`src/rtl/int_req_ctrl.sv`:
```
// Interrupt requester: edge-detects IRQ lines, masks and prioritises them, and runs the
// int_flag/ack/eoi handshake with a post-EOI hold-off. Optional ack timeout: INT_ACK_TIMEOUT_EN.
module int_req_ctrl #(
  parameter int NUM_IRQ        = 8,
  parameter int IDW            = 3,
  parameter int HOLDOFF_CYCLES = 4,
  parameter int ACK_TIMEOUT    = 32
) (
  input  logic               clk,
  input  logic               reset,
  input  logic [NUM_IRQ-1:0] irq,
  input  logic [NUM_IRQ-1:0] irq_mask,
  input  logic               ack,
  input  logic               eoi,
  output logic               int_flag,
  output logic [IDW-1:0]     irq_id,
  output logic               in_service,
  output logic [NUM_IRQ-1:0] pending,
  output logic               timeout_err
);

  localparam int HCW = (HOLDOFF_CYCLES > 2) ? $clog2(HOLDOFF_CYCLES) : 1;
  localparam logic [HCW-1:0] HOLD_INIT = (HOLDOFF_CYCLES > 0) ? HCW'(HOLDOFF_CYCLES - 1) : '0;

  if (IDW != $clog2(NUM_IRQ) || ACK_TIMEOUT < 1) begin : g_bad_params
    $error("int_req_ctrl: IDW must equal clog2(NUM_IRQ) and ACK_TIMEOUT must be >= 1");
  end

  typedef enum logic [1:0] {S_IDLE, S_REQ, S_SERVICE, S_HOLDOFF} state_t;

  state_t             state_q, state_d;
  logic [NUM_IRQ-1:0] irq_d_q, pending_q, pending_d;
  logic [IDW-1:0]     irq_id_q, irq_id_d;
  logic [HCW-1:0]     hcnt_q, hcnt_d;
  logic               int_flag_q, int_flag_d;
  logic               in_service_q, in_service_d;
  logic [NUM_IRQ-1:0] rise, elig, clr, id_onehot;
  logic [IDW-1:0]     sel_id;

`ifdef INT_ACK_TIMEOUT_EN
  localparam int TCW = (ACK_TIMEOUT > 2) ? $clog2(ACK_TIMEOUT) : 1;
  logic [TCW-1:0] tcnt_q, tcnt_d;
  logic           timeout_err_q, timeout_err_d;
`endif

  always_comb begin
    // NOTE: every signal gets a default before the case so no path leaves it unassigned (no latches).
    rise      = irq & ~irq_d_q;
    elig      = pending_q & ~irq_mask;
    sel_id    = '0;
    for (int i = NUM_IRQ - 1; i >= 0; i--) begin
      if (elig[i]) sel_id = IDW'(i);
    end
    for (int i = 0; i < NUM_IRQ; i++) begin
      id_onehot[i] = (irq_id_q == IDW'(i));
    end
    clr      = '0;
    state_d  = state_q;
    irq_id_d = irq_id_q;
    hcnt_d   = hcnt_q;
`ifdef INT_ACK_TIMEOUT_EN
    tcnt_d        = tcnt_q;
    timeout_err_d = timeout_err_q;
`endif

    case (state_q)
      S_IDLE: begin
        if (|elig) begin
          state_d  = S_REQ;
          irq_id_d = sel_id;
`ifdef INT_ACK_TIMEOUT_EN
          tcnt_d   = '0;
`endif
        end
      end
      S_REQ: begin
        // ack wins over both a coincident eoi and a coincident timeout
        if (ack) begin
          clr     = id_onehot;
          state_d = S_SERVICE;
        end
`ifdef INT_ACK_TIMEOUT_EN
        else if (tcnt_q == TCW'(ACK_TIMEOUT - 1)) begin
          timeout_err_d = 1'b1;
          state_d       = (HOLDOFF_CYCLES == 0) ? S_IDLE : S_HOLDOFF;
          hcnt_d        = HOLD_INIT;
        end else begin
          tcnt_d = tcnt_q + 1'b1;
        end
`endif
      end
      S_SERVICE: begin
        if (eoi) begin
          state_d = (HOLDOFF_CYCLES == 0) ? S_IDLE : S_HOLDOFF;
          hcnt_d  = HOLD_INIT;
        end
      end
      S_HOLDOFF: begin
        if (hcnt_q == '0) state_d = S_IDLE;
        else              hcnt_d  = hcnt_q - 1'b1;
      end
      default: state_d = S_IDLE;
    endcase

    // a rise coinciding with the ack clear keeps the bit set
    pending_d    = (pending_q & ~clr) | rise;
    int_flag_d   = (state_d == S_REQ);
    in_service_d = (state_d == S_SERVICE);
  end

  always_ff @(posedge clk) begin
    // NOTE: non-blocking assignments so every flop samples the pre-edge values of the others.
    if (!reset) begin
      state_q      <= S_IDLE;
      irq_d_q      <= '0;
      pending_q    <= '0;
      irq_id_q     <= '0;
      hcnt_q       <= '0;
      int_flag_q   <= 1'b0;
      in_service_q <= 1'b0;
`ifdef INT_ACK_TIMEOUT_EN
      tcnt_q        <= '0;
      timeout_err_q <= 1'b0;
`endif
    end else begin
      state_q      <= state_d;
      irq_d_q      <= irq;
      pending_q    <= pending_d;
      irq_id_q     <= irq_id_d;
      hcnt_q       <= hcnt_d;
      int_flag_q   <= int_flag_d;
      in_service_q <= in_service_d;
`ifdef INT_ACK_TIMEOUT_EN
      tcnt_q        <= tcnt_d;
      timeout_err_q <= timeout_err_d;
`endif
    end
  end

  assign int_flag   = int_flag_q;
  assign irq_id     = irq_id_q;
  assign in_service = in_service_q;
  assign pending    = pending_q;
`ifdef INT_ACK_TIMEOUT_EN
  assign timeout_err = timeout_err_q;
`else
  assign timeout_err = 1'b0;
`endif

endmodule

```
`config.mk`:
```
export PLATFORM = sky130hd
export DESIGN_NAME = int_req_ctrl
export DESIGN_NICKNAME = d
export VERILOG_FILES = /design/src/rtl/int_req_ctrl.sv
export SDC_FILE = /design/constraint.sdc
export NUM_CORES = 1
export LEC_CHECK = 0
export CORE_UTILIZATION = 46
export CTS_CLUSTER_SIZE = 14
export DETAILED_ROUTE_END_ITERATION = 16
export PLACE_DENSITY = 0.84
export SYNTH_ARGS = -nofsm -noshare
export SYNTH_HDL_FRONTEND = slang
export SYNTH_SLANG_ARGS = --single-unit
```
`constraint.sdc`:
```
create_clock -name clk -period 1.4 [get_ports clk]
set_input_delay 0.21 -clock clk [delete_from_list [all_inputs] [get_ports clk]]
set_output_delay 0.21 -clock clk [all_outputs]
set_load 0.005 [all_outputs]
```
==> results of run 1 <==
-- synth_stat cells (all sizes together) --
| library cell | n |
|---|---|
| dfxtp | 25 |
| nand2b | 19 |
| o21ai | 11 |
| nand2 | 10 |
| a21boi | 9 |
| and2 | 8 |
| a21oi | 6 |
| buf | 3 |
| inv | 3 |
| mux2i | 3 |
| o31ai | 3 |
| a31oi | 2 |
| and2b | 2 |
| and3b | 2 |
| clkbuf | 2 |
| nand4 | 2 |
| nor3b | 2 |
| a21o | 1 |
| and3 | 1 |
| conb | 1 |
| ha | 1 |
| nand3 | 1 |
| nor2 | 1 |
| nor2b | 1 |
| o21a | 1 |
| o311a | 1 |
| o31a | 1 |
| o32ai | 1 |
-- power by group through the flow --
| stage | combinational [mW] | clock, mW | sequential (mW) |
|---|---|---|---|
| floorplan | 0.239 | 0 | 0.834 |
| global placement | 0.426 | 0 | 0.834 |
| detailed placement | 0.440 | 0 | 0.836 |
| CTS | 0.472 | 0.325 | 0.816 |
| global route | 0.506 | 0.352 | 0.823 |
| finish | 0.467 | 0.320 | 0.817 |
-- tightest hold or removal path, cell delays in order --
cell,delay (ns)
clkdlybuf4s50_1,0.41
nand2b_1,0.07
a21boi_1,0.05
-- repair_timing --
action / 4_1_cts / 5_1_grt
gates resized for setup: 14 / 9
setup endpoints to repair: 11 / 9
buffers inserted: 6 / 0
pin swaps: 0 / 0
-- final cells by class --
cell class / count / area share [%]
flip-flops and latches: 25 / 31.0
clock buffers: 3 / 1.35
well taps: 28 / 2.10
repair buffers: 47 / 27.2
clock inverters: 1 / 0.300
inverters: 3 / 0.675
multi-input cells: 90 / 37.4
-- logic make-up (layout without fill, tap and decap cells) --
group / after synthesis / in the layout
buf+inv: 8 / 54
compound gates: 36 / 36
flops: 25 / 25
simple gates: 49 / 49
fa+ha+maj: 1 / 1
other cells: 1 / 1
mux: 3 / 3
-- routing by layer --
metal | GRT usage [%] | part of all wire, % | vias up
met3 | 7.83 | 7.4 | 2
met2 | 40.5 | 50 | 43
li1 | - | - | 513
met5 | 0 | 0 | -
met1 | 23.9 | 42 | 481
met4 | 5.70 | 0.45 | 0
-- state kept, by name, summed over array words and instances, names as in the netlist --
register and cells:
pending 8, irq_id 3, hcnt_q 2, irq_d_q 8, state_q 2, int_flag 1
in_service 1
-- metrics by stage --
stage	utilization [%]	setup slack [ns]	instances	hold WS [ns]	area [µm²]
6_report	72.6	0.0570	197	0.445	1670
5_1_grt	72.6	0.00169	197	0.442	1670
4_1_cts	71.6	0.00319	197	0.446	1650
3_5_place_dp	67.9	-0.130	187	0.473	1560
3_3_place_gp	67.9	-0.0784	187	0.469	1560
2_1_floorplan	-	0.264	123	0.332	1170
-- layout by cell type (no fill, tap or decap), types with 2 or more instances in the layout --
cell type,netlist,final
inv_1,3,3
a21oi_1,5,5
buf_4,2,15
and2_1,8,8
clkbuf_4,0,3
a21boi_1,8,8
dfxtp_2,0,10
mux2i_1,3,3
o21ai_0,10,10
dlymetal6s2s_1,0,9
o31ai_2,3,3
dfxtp_1,25,14
nor3b_1,2,2
nand2_1,9,9
dlygate4sd2_1,0,2
a31oi_1,2,2
and2b_1,2,2
nand2b_2,4,4
nand2b_1,14,14
clkdlybuf4s50_1,0,21
-- worst paths after layout --
kind	start	end	cells after the start
max	int_flag	int_flag	1
min	irq[4]	pending[4]	3
max reg2reg	pending[6]	state_q[0]	5
min reg2reg	irq_d_q[2]	pending[2]	2
==> impl_metrics.ini, run 1 <==
[status]
status = finished, final reports clean

[setup_path]
cp-end-kind = output port
cpMaxStageDelayCell = clkdlybuf4s50_1
critPathRequiredTime_ns = 1.19
worst-path-buf-inv = 1
crit_family = buffers and inverters
start_kind = flop
crit_type = flop to output port
critPathMaxFanout = 1
cp.arrival_ns = 1.13
r2r_slack_ns = 0.13
crit_chain = clkdlybuf4s50_1
cp_slowest_stage_delay_ns = 0.48

[yosys]
synthSimpleGateAreaFrac_pct = 28.1
synthCells = 123
ys_seq_area_share_pct = 42.8
yosys.area.top_type = dfxtp_1
yosysTopAreaCellShare_pct = 42.8
synth_cell_type_count = 37
synth-xor-area-share_pct = 0
synthMuxAreaShare_pct = 2.57
syn_area_um2 = 1170
synthTopCellsByArea = dfxtp_1 43%, nand2b_1 7.5%, a21boi_1 5.1%
synth_area_per_cell_um2 = 9.51
synth-compound-area-share_pct = 21.3
synth_nets = 144
synthAdderAreaFrac_pct = 1.07
yosysWarningCount = 0
ys_seq_elements = 25
synth_top_family_by_area = simple AND/OR/NAND/NOR gates

[clock_tree]
cts-root-buf = clkbuf_4
path_clk_slew_ns = 0.13
cts.sinks = 25
cts_buffers = 3
tritoncts = built
cts_buffer_depth = 2
clock_latency_ns = 0.32
htreeDepth = 1
holdBufCountCts = 0

[sta]
finalSetupViolCount = 0
clock_skew_ns = 0.000574
fmax_mhz = 745
fin_setup_tns_ns = 0
min_period_ns = 1.34
rsz0062_at_grt = false
slew_viol_final = 0
fin_crit_sh_pct = 95.9
hold_violations = 0

[routing]
wl_per_cell_um = 13.7
vias_per_cell = 5.27
first_pass_iters = 4
num_vias = 1039
antenna_left = 0
drtIter0Drc = 23
drc_errors = 0
routed_wl_um = 2690

[floorplan]
core_area_um2 = 2300
fp.dieArea_um2 = 2750
die_y_um = 52.4
die_w_um = 52.4
rows = 17
io_pins = 34
start_util_pct = 50.9

[hold_path]
min_path_type = primary input to flop

[global_routing]
grt_pass1_wl_um = 4460
track_usage_pct = 22.2
grt_max_degree = 18
grt_overflow = 0
antenna_found_initial = 0
grt_pass1_vias = 1054

[power_and_ir_drop]
power_mw = 1.60
powerDensity_nw_per_um2 = 962
clockPowerShare_pct = 19.9
p_seq_share_pct = 50.9
p_leak_nw = 0.819
p_switching_mw = 0.452
vdd_drop_max_uv = 753
p_int_mw = 1.15
power_frac_comb_pct = 29.1
swShare_pct = 28.2

[job]
cap_violations = 0

[placement]
portBuffers = 32
gp_congestion = 0.941
hpwl_um = 2030

[final_layout]
fillerInstances = 163
antenna-diode-count = 0
area_delta_synth_final_pct = 42.6
regArea_um2 = 517
multi_input_area_um2 = 624
drive_above_1_share_pct = 26.0
nets = 191
(Power assumes the default switching activity.)
==> inputs of run 2 (changes only) <==
Settings changed: GPL_ROUTABILITY_DRIVEN set to 0.
==> results of run 2 <==
The final DEF is identical to that of run 1; final timing and power are the same.
==> inputs of run 3 (changes only) <==
Settings changed: CORE_MARGIN set to 1.
==> results of run 3 <==
The final DEF is identical to that of run 1; final timing and power are the same.
